===== src/rtl/seg7_pkg.sv =====
// Shared constants and types for the seven-segment demux router.
// Segment codes are active-low, so all-ones is a dark digit.
package seg7_pkg;

  localparam int unsigned SEG7_WIDTH = 7;
  localparam logic [SEG7_WIDTH-1:0] SEG7_BLANK = 7'b1111111;

  typedef enum logic {
    CH_EMPTY,
    CH_FULL
  } ch_state_e;

endpackage


===== src/rtl/seg7_chan_buf.sv =====
// One-deep display channel buffer: holds one segment code behind a valid/ack handshake.
// The data register keeps the last code after ack so the digit stays lit.
module seg7_chan_buf
  import seg7_pkg::*;
#(
  parameter int unsigned     Width = SEG7_WIDTH,
  parameter logic [Width-1:0] Blank = SEG7_BLANK
) (
  input  logic             clk,
  input  logic             rst,
  input  logic             sel_i,
  input  logic             valid_i,
  input  logic [Width-1:0] data_i,
  input  logic             ack_i,
  output logic             ready_o,
  output logic [Width-1:0] data_o,
  output logic             valid_o
);

  ch_state_e        state_q, state_d;
  logic [Width-1:0] data_q, data_d;
  logic             load;

  // Ready does not depend on this channel being selected; the top muxes it.
  assign ready_o = (state_q == CH_EMPTY) || ack_i;
  assign load    = valid_i && sel_i && ready_o;

  always_comb begin
    state_d = state_q;
    data_d  = data_q;
    if (load) begin
      data_d = data_i;
    end
    unique case (state_q)
      CH_EMPTY: if (load) state_d = CH_FULL;
      CH_FULL:  if (ack_i && !load) state_d = CH_EMPTY;
      default:  state_d = CH_EMPTY;
    endcase
  end

  always_ff @(posedge clk or posedge rst) begin
    if (rst) begin
      state_q <= CH_EMPTY;
      data_q  <= Blank;
    end else begin
      state_q <= state_d;
      data_q  <= data_d;
    end
  end

  assign data_o  = data_q;
  assign valid_o = (state_q == CH_FULL);

endmodule


===== src/rtl/seg7_demux_router.sv =====
// Routes one segment-code stream to one of two buffered display channels.
// Only the select decode and the in_ready mux live here.
module seg7_demux_router
  import seg7_pkg::*;
#(
  parameter int unsigned      WIDTH = SEG7_WIDTH,
  parameter logic [WIDTH-1:0] BLANK = SEG7_BLANK
) (
  input  logic             clk,
  input  logic             rst,
  input  logic [WIDTH-1:0] in_data,
  input  logic             in_select,
  input  logic             in_valid,
  output logic             in_ready,
  output logic [WIDTH-1:0] out1_data,
  output logic             out1_valid,
  input  logic             out1_ack,
  output logic [WIDTH-1:0] out2_data,
  output logic             out2_valid,
  input  logic             out2_ack
);

  logic sel1, sel2;
  logic ready1, ready2;

  assign sel1 = ~in_select;
  assign sel2 = in_select;

  seg7_chan_buf #(
    .Width (WIDTH),
    .Blank (BLANK)
  ) u_chan1 (
    .clk     (clk),
    .rst     (rst),
    .sel_i   (sel1),
    .valid_i (in_valid),
    .data_i  (in_data),
    .ack_i   (out1_ack),
    .ready_o (ready1),
    .data_o  (out1_data),
    .valid_o (out1_valid)
  );

  seg7_chan_buf #(
    .Width (WIDTH),
    .Blank (BLANK)
  ) u_chan2 (
    .clk     (clk),
    .rst     (rst),
    .sel_i   (sel2),
    .valid_i (in_valid),
    .data_i  (in_data),
    .ack_i   (out2_ack),
    .ready_o (ready2),
    .data_o  (out2_data),
    .valid_o (out2_valid)
  );

  assign in_ready = in_select ? ready2 : ready1;

endmodule


===== config.mk =====
export PLATFORM = sky130hd
export DESIGN_NAME = seg7_demux_router
export DESIGN_NICKNAME = d
export VERILOG_FILES = /design/src/rtl/seg7_pkg.sv /design/src/rtl/seg7_chan_buf.sv /design/src/rtl/seg7_demux_router.sv
export SDC_FILE = /design/constraint.sdc
export NUM_CORES = 1
export LEC_CHECK = 0
export BUFFER_PORTS_ARGS = -buffer_cell sky130_fd_sc_hd__buf_2
export CORE_MARGIN = 5
export CORE_UTILIZATION = 48
export CTS_CLUSTER_SIZE = 28
export DETAILED_ROUTE_END_ITERATION = 6
export PLACE_DENSITY = 0.9
export SLEW_MARGIN = 0
export SYNTH_ARGS = -nofsm -noshare
export SYNTH_HDL_FRONTEND = slang
export SYNTH_SLANG_ARGS = --single-unit

===== constraint.sdc =====
create_clock -name clk -period 2 [get_ports clk]
set_input_delay 0.1 -clock clk [delete_from_list [all_inputs] [get_ports clk]]
set_output_delay 0.1 -clock clk [all_outputs]
set_load 0.005 [all_outputs]

==> results of run 1 <==
synthesized netlist by cell type:
master and count:
a21oi_1 1, nor2_8 1, o21ai_0 1, or2b_1 1, mux2_2 7, nor2b_4 1, dfstp_2 14, inv_1 2
dfrtp_1 2, nand3b_4 1, mux2_4 7, nand2b_2 1, nor2_1 1, nand2_2 1
layout make-up:
type	instances	area [sq um]	area share
repair buffers	30	155.1	0.1706
multi-input cells	23	274.0	0.3012
inverters	2	7.507	0.008253
flip-flops and latches	16	417.9	0.4594
well taps	15	18.77	0.02063
clock buffers	4	36.28	0.03989
layer usage:
layer,wire length [um],vias up,global-route usage
li1,-,209,-
met1,518,214,0.1628
met2,591,18,0.2031
met3,110,0,0.03690
met4,0,0,0.04839
met5,0,-,0
cells by family (layout without fill, tap and decap cells):
logic type             after synthesis  in the layout
flip-flops                          16             16
multiplexers                        14             14
AND/OR/NAND/NOR                      7              7
AO/OA/AOI/OAI                        2              2
buffers and inverters                2             36
critical path: cells and delay by family (launching register included):
kind / cells / cell delay (ns)
buffers and inverters: 1 / 0.12
and+or+nand+nor: 1 / 0.15
AOI/OAI and AO/OA: 1 / 0.13
DFF: 1 / 0.38
power groups by stage:
stage               combinational [mW]  sequential, mW  clock [mW]
floorplan                       0.0931           0.453           0
global placement                 0.180           0.446           0
detailed placement               0.186           0.446           0
CTS                              0.188           0.442       0.215
global route                     0.203           0.449       0.237
finish                           0.182           0.441       0.209
registers in the layout, summed over array words and instances (netlist names):
signal and count:
u_chan2.valid_o 1, u_chan2.data_o 7, u_chan1.valid_o 1, u_chan1.data_o 7
how the worst min path moves through the flow:
stage | depth (start not counted) | to | start
after floorplan | 1 | u_chan1.valid_o | rst
after global placement | 2 | u_chan1.valid_o | rst
after detailed placement | 2 | u_chan1.valid_o | rst
after CTS | 2 | u_chan2.data_o[2] | in_data[2]
after global routing | 2 | u_chan2.data_o[5] | in_data[5]
final | 2 | u_chan2.data_o[2] | in_data[2]
through the flow:
stage	utilization	setup slack, ns	hold WS, ns
finish	0.6820	0.8449	0.06029
global route	0.6820	0.7369	0.04445
CTS	0.6820	0.8254	0.05356
detailed placement	0.6473	0.8893	0.1881
global placement	0.6473	0.9232	0.1721
floorplan	-	0.9207	0.003721
==> metrics.txt, run 1 <==
status finished, final reports clean; fill cell count 102; RSZ-0062 raised after global routing false; DRC 0; r2r setup slk just under 0.9 ns; Mapped Area approximately 700 sq um; core box area 1334 sq um; number of synthesized register bits 16; wire per inst 13.54 um; H-tree Lvls 1; Layout Skew approximately 0.0014 ns; total power per unit cell area between 900 and 1000 nW/um^2; Syn Nets 54; Worst R2R Start u_chan2.valid_o; r2r endpoint u_chan2.data_o[3]; Post-CTS Setup Bufs 0; Final Max Tran Viols 0; FF-to-FF path depth 3; antenna diode count 0; hold buffers post-CTS 1; initial antenna violation count 0; sequential share of the synthesized area 0.5975; Post-DP Area between 800 and 900 sq um; # IOs 30; compound-cell area share of the yosys netlist 0.01431; Initial Util 0.5244; simple-gate share of the synthesized area 0.1145; Worst Path Required between 1.5 and 2 ns; nets just under 90; # setup viols final 0; worst-margin pin slew just under 0.6 ns; synthesized instance count 41; Die Width around 48 um; final hold violation count 0; Comb pwr share 0.219; slew margin rel. 0.6043; final WL around 1.2 mm; P_leak 0.4462 nW; CTS tree yes; largest family of logic cells by synthesized area multiplexers; Netlist cell types 14; final instance area 909.6 sq um; area delta synth->final 30.05%; Ys Warns 0; Placed Cells 85; worst endpoint data arrival time roughly 1.1 ns; GRT Total Usage 0.1274; Vias/cell around 4.9; first-pass GRT wire length between 2 and 2.5 mm; Crit Path Max Fanout 3; CP Capture Type output pin; Sink Count 16; Hold Crit Class in2reg; Area contributors post-synth dfstp_2 (53%), mux2_4 (15%), mux2_2 (11%); Flop pwr share 0.530; Clk Latency, worst-skew pair roughly 0.27 ns; CTS max path bufs 2; startpoint types flop; routed vias around 440; DRT iter0 DRCs 2; Sw Ratio 0.2320; P_sw just under 0.2 mW; top-area cell type share of the netlist area 0.5259; largest net degree at the start of global routing 17; DR pass1 iterations 2; kind of critical path reg2out; die area around 2300 sq um; Clock Power Share 0.251; average size of a mapped cell about 17 sq um; Setup crit start u_chan2.valid_o; maximum vdd drop between 0.0004 and 0.0005 V; # Max-Cap Violations 0; CTS buffer count 3; internal power about 0.64 mW; vias in the first global route about 450; proportion of synthesized area in mux cells 0.2630; gpl congestion a little under 0.7; Fmax between 0.8 and 0.9 GHz; CTS Root Cell clkbuf_4; crit-path max cell delay roughly 0.38 ns; post-synthesis adder-cell area fraction 0; setup TNS 0 ns; top cell type by total area after synthesis dfstp_2; CTS clk-pin slew, worst paths approximately 0.090 ns; antenna-violating nets left 0; minimum clock period after layout roughly 1.2 ns; xor/xnor share of the synthesized area 0; share of cells above drive strength 1 0.8800; I/O Buffers 29; Post-Layout Cell Count 90; Resized cells post-CTS 0; crit path to in_ready; most frequent cells in the layout buf_2 (29), dfstp_2 (14), mux2_4 (7), mux2_2 (7), clkbuf_4 (3); row count 13; remaining global-route overflow 0; highest-delay cell along the critical path dfrtp_1; HPWL reported at the end of detailed placement about 960 um; total power just over 0.8 mW; most common cell after layout, fill and taps aside buf_2; DIE HEIGHT approximately 48 um; worst path cell trace nor2b_4 -> a21oi_1 -> buf_2; Final Cycle Share 0.5775
(Power assumes the default switching activity.)
==> inputs of run 2 (changes only) <==
--- a/config.mk
+++ b/config.mk
@@ -7,10 +7,10 @@
 export LEC_CHECK = 0
 export BUFFER_PORTS_ARGS = -buffer_cell sky130_fd_sc_hd__buf_2
 export CORE_MARGIN = 5
-export CORE_UTILIZATION = 48
+export CORE_UTILIZATION = 40
 export CTS_CLUSTER_SIZE = 28
 export DETAILED_ROUTE_END_ITERATION = 6
-export PLACE_DENSITY = 0.9
+export PLACE_DENSITY = 0.82
 export SLEW_MARGIN = 0
 export SYNTH_ARGS = -nofsm -noshare
 export SYNTH_HDL_FRONTEND = slang
==> constraint.sdc (replaced) <==
create_clock -name clk -period 0.93 [get_ports clk]
set_input_delay 0.0465 -clock clk [delete_from_list [all_inputs] [get_ports clk]]
set_output_delay 0.0465 -clock clk [all_outputs]
set_load 0.005 [all_outputs]
==> metrics.txt, run 2 (same netlist as run 1, synthesis figures left out) <==
status finished with violations; failing checks negative setup slack; core box area 1689 sq um (+27%); fill cell count 141 (+38%); I/O Buffers 29 (unchanged); largest net degree at the start of global routing 17 (unchanged); final worst-path setup slack -0.2623 ns (-1.107 ns); Sink Count 16 (unchanged); GRT Total Usage 0.1104 (-0.01702); kind of critical path reg2reg; hold_sp in_data[0]; most frequent cells in the layout buf_2 (25), dfstp_2 (14), mux2_4 (7), mux2_2 (7), buf_4 (5); total power per unit cell area 1889 nW/um^2 (+110%); wire per inst 13.73 um (+1.4%); DRC 0 (unchanged); worst-margin pin slew 0.1939 ns (-0.3990 ns); P_sw 0.4397 mW (+130%); Fmax around 0.84 GHz; DRT iter0 DRCs 2 (unchanged); worst endpoint data arrival time 1.40 ns (+0.34 ns); Worst Path Required 1.14 ns (-0.76 ns); share of cells above drive strength 1 0.9136 (+0.03358); Clock Power Share 0.236 (-0.015); antenna-violating nets left 0 (unchanged); Initial Util 0.4141 (-0.1103); startpoint types flop; Placed Cells 90 (+5.9%); # setup viols final 30 (+30); Clk Latency, worst-skew pair 0.28 ns (about the same); Crit Path Max Fanout 7 (+4); area delta synth->final 43.11%; routed vias 476 (+7.9%); DIE HEIGHT 51.82 um (+7.6%); P_leak 0.4865 nW (+9.0%); Sw Ratio 0.2326 (+0.0006134); CTS max path bufs 2 (unchanged); vias in the first global route 491 (+10%); # IOs 30 (unchanged); initial antenna violation count 0 (unchanged); final hold violation count 0 (unchanged); die area 2685 sq um (+16%); Die Width 51.82 um (+7.6%); maximum vdd drop 0.0007967 V (+69%); Setup crit start u_chan2.valid_o; gpl congestion 0.6186 (-9.3%); CTS Root Cell clkbuf_4; CTS clk-pin slew, worst paths 0.09 ns (about the same); Vias/cell 4.857 (-0.87%); area of the multi-input gates 280.3 sq um (+2.3%); Flop pwr share 0.509 (-0.021); Post-DP Area 888.4 sq um (+2.9%); internal power 1.451 mW (+130%); Hold Crit Class in2reg; DR pass1 iterations 3 (+1); Layout Skew 0.004906 ns (+0.003460 ns); antenna diode count 0 (unchanged); final WL 1.346 mm (+10%); FF+latch area 417.9 sq um (unchanged); RSZ-0062 raised after global routing true; Post-Layout Cell Count 98 (+8.9%); nets 95 (+6.7%); Final Max Tran Viols 0 (unchanged); most common cell after layout, fill and taps aside buf_2; Worst R2R Start u_chan2.valid_o; # Max-Cap Violations 0 (unchanged); final instance area 1001 sq um (+10%); remaining global-route overflow 0 (unchanged); H-tree Lvls 1 (unchanged); CTS tree yes; minimum clock period after layout approximately 1.2 ns; slew margin rel. 0.8707 (+0.2664); Final Cycle Share 1.282; CTS buffer count 3 (unchanged); Comb pwr share 0.256 (+0.037); row count 15 (+2); CP Capture Type flop; first-pass GRT wire length 2.201 mm (+7.8%)
-- run 2: cell count changes in the layout (fill, tap and decap cells not counted) --
cell	before	now
a21oi_1	1	0
a21oi_2	0	1
buf_12	0	1
buf_2	29	25
buf_4	0	5
buf_6	0	4
nor2_1	1	0
nor2_2	0	1
-- run 2: repair_timing --
item / CTS / global route
setup buffers: 3 / 0
hold buffers: 1 / 0
gates resized for setup: 1 / 5
endpoints found under the hold margin: 16 / 0
endpoints found under the setup margin: 30 / 30
-- run 2: final timing paths --
check / cells after the start / end / slack (ns)
worst max-delay path: 4 / u_chan2.data_o[4] / -0.26
worst min-delay path: 2 / u_chan2.data_o[0] / 0.009
worst max register to register: 4 / u_chan2.data_o[4] / -0.26
worst min register to register: 1 / u_chan1.data_o[3] / 0.62
max in group asynchronous: 4 / u_chan2.data_o[4] / 0.38
min in group asynchronous: 4 / u_chan2.valid_o / 0.31
-- run 2: per-layer routing --
metal  vias up  routed length [um]  track usage
li1        221                   -            -
met1       236                 580       0.1442
met2        17                 660       0.1780
met3         2                  94      0.02579
met4         0                  11      0.03930
met5         -                   0            0
-- run 2: critical path: stages, from the launching register on --
cell     delay [ns]
dfrtp_1        0.38
nor2b_4        0.14
buf_12         0.12
nor2_8         0.17
mux2_4         0.32
-- run 2: layout make-up --
| class | count | share of cell area |
|---|---|---|
| sequential | 16 | 0.4175 |
| multi-input combinational | 23 | 0.2800 |
| timing repair buffer | 36 | 0.2375 |
| clock buffer | 4 | 0.03625 |
| tap | 17 | 0.02125 |
| inverter | 2 | 0.007500 |
-- run 2: power groups by stage --
stage / clock (mW) / combinational (mW) / sequential [mW]
2_1_floorplan: 0 / 0.201 / 0.975
3_3_place_gp: 0 / 0.402 / 0.958
3_5_place_dp: 0 / 0.410 / 0.966
4_1_cts: 0.463 / 0.453 / 0.952
5_1_grt: 0.490 / 0.522 / 0.982
6_report: 0.445 / 0.484 / 0.962
-- run 2: metrics by stage --
stage                     power [mW]  worst slack (ns)  TNS (ns)  hold slack (ns)    util
after floorplan                1.176           -0.1259    -1.171         -0.04978       -
after global placement         1.360           -0.1248    -1.263          0.05261  0.5259
after detailed placement       1.375           -0.1545    -1.648          0.06824  0.5259
after CTS                      1.868           -0.2798    -3.460        0.0009554  0.5763
after global routing           1.995           -0.3110    -4.211         0.003749  0.5926
final                          1.891           -0.2623    -3.147         0.009425  0.5926
==> inputs of run 3 (changes only) <==
--- a/config.mk
+++ b/config.mk
@@ -10,8 +10,8 @@
 export CORE_UTILIZATION = 40
 export CTS_CLUSTER_SIZE = 28
 export DETAILED_ROUTE_END_ITERATION = 6
+export HOLD_SLACK_MARGIN = 0.08
 export PLACE_DENSITY = 0.82
-export SLEW_MARGIN = 0
 export SYNTH_ARGS = -nofsm -noshare
 export SYNTH_HDL_FRONTEND = slang
 export SYNTH_SLANG_ARGS = --single-unit
==> metrics.txt, run 3 (same netlist as run 1, synthesis figures left out) <==
status finished with violations; failing checks negative setup slack; FF+latch area 417.9 sq um (unchanged); RSZ-0062 raised after global routing true; core box area 1689 sq um (unchanged); final worst-path setup slack -0.2640 ns (-0.001719 ns); CTS tree yes; CTS max path bufs 2 (unchanged); area of the multi-input gates 280.3 sq um (unchanged); antenna-violating nets left 0 (unchanged); die area 2685 sq um (unchanged); Die Width 51.82 um (unchanged); DIE HEIGHT 51.82 um (unchanged); most frequent cells in the layout buf_2 (24), dfstp_2 (14), dlygate4sd3_1 (10); share of cells above drive strength 1 0.8222 (-0.09136); P_leak 0.5271 nW (+8.3%); DRT iter0 DRCs 6 (+4); CTS buffer count 3 (unchanged); Fmax 0.8375 GHz (-0.14%); H-tree Lvls 1 (unchanged); Clk Latency, worst-skew pair 0.28 ns (about the same); first-pass GRT wire length 2.456 mm (+12%); row count 15 (unchanged); largest net degree at the start of global routing 17 (unchanged); minimum clock period after layout 1.194 ns (+0.001719 ns); # Max-Cap Violations 0 (unchanged); antenna diode count 0 (unchanged); Crit Path Max Fanout 7 (unchanged); CTS clk-pin slew, worst paths 0.09 ns (about the same); final hold violation count 0 (unchanged); vias in the first global route 544 (+11%); wire per inst 14.03 um (+2.1%); DR pass1 iterations 4 (+1); # IOs 30 (unchanged); slew margin rel. 0.8664 (-0.004382); final WL 1.501 mm (+12%); pre-CTS worst setup slack -0.1545 ns (unchanged); startpoint types flop; remaining global-route overflow 0 (unchanged); total power per unit cell area 1767 nW/um^2 (-6.4%); GRT Total Usage 0.1238 (+0.01341); DRC 0 (unchanged); # setup viols final 30 (unchanged); Final Max Tran Viols 0 (unchanged); Initial Util 0.4141 (unchanged); Final Cycle Share 1.284 (+0.001848); Layout Skew 0.007269 ns (+0.002363 ns); CP Capture Type flop; I/O Buffers 29 (unchanged); setup TNS -3.241 ns (-0.09429 ns); gpl congestion 0.6186 (unchanged); fill cell count 123 (-13%); Hold Crit Class in2reg; routed vias 500 (+5.0%); most common cell after layout, fill and taps aside buf_2; Sink Count 16 (unchanged); Worst Path Required 1.14 ns (about the same); Vias/cell 4.673 (-3.8%); maximum vdd drop 0.0008168 V (+2.5%); kind of critical path reg2reg; initial antenna violation count 0 (unchanged); nets 104 (+9.5%); area delta synth->final 57.42%; CTS Root Cell clkbuf_4; worst endpoint data arrival time 1.41 ns (about the same); total power 1.946 mW (+2.9%); worst-margin pin slew 0.2005 ns (+0.006572 ns)
-- run 3: changes by cell type in the layout (fill, tap and decap cells not counted) --
cell           before  now
buf_4               5    4
dlygate4sd3_1       1   10
buf_6               4    6
buf_2              25   24
-- run 3: worst max-delay path, stage by stage, from the launching register on --
cell     delay [ns]
dfrtp_1        0.38
nor2b_4        0.14
buf_12         0.12
nor2_8         0.17
mux2_4         0.32
-- run 3: report_power, final --
group          internal, mW  leakage (nW)  switching (mW)
sequential            0.896         0.172          0.0695
combinational         0.353         0.335           0.175
clock                 0.238        0.0210           0.215
-- run 3: final cells by class --
type / instances / share of cell area
Clock buffer: 4 / 0.03295
Inverter: 2 / 0.006818
Multi-Input combinational cell: 23 / 0.2545
Sequential cell: 16 / 0.3795
Tap cell: 17 / 0.01932
Timing Repair Buffer: 45 / 0.3068
-- run 3: layer usage --
metal	GRT usage	vias up	wire, um
li1	-	237	-
met1	0.1515	244	626
met2	0.2097	17	755
met3	0.02579	2	108
met4	0.05240	0	10
met5	0	-	0
-- run 3: final timing paths --
kind / startpoint / end / slack [ns] / cells past startpoint
setup reg to reg: u_chan2.valid_o / u_chan2.data_o[4] / -0.26 / 4
max in group asynchronous: rst / u_chan2.data_o[4] / 0.38 / 4
hold / removal: in_valid / u_chan2.valid_o / 0.19 / 3
min in group asynchronous: rst / u_chan2.valid_o / 0.31 / 4
hold reg to reg: u_chan1.data_o[3] / u_chan1.data_o[3] / 0.62 / 1
setup / recovery: u_chan2.valid_o / u_chan2.data_o[4] / -0.26 / 4
-- run 3: metrics by stage --
step | std cells | utilization | hold WS (ns) | instance area [sq um]
after floorplan | 41 | - | -0.04978 | 699.4
after global placement | 90 | 0.5259 | 0.05261 | 888.4
after detailed placement | 90 | 0.5259 | 0.06824 | 888.4
after CTS | 107 | 0.6296 | 0.1882 | 1064
after global routing | 107 | 0.6519 | 0.2160 | 1101
final | 107 | 0.6519 | 0.1924 | 1101
-- run 3: what timing repair did --
item,CTS,global route
buffers inserted,3,0
hold buffers,10,0
resized for setup,1,7
endpoints found under the hold margin,31,0
setup endpoints to repair,30,30
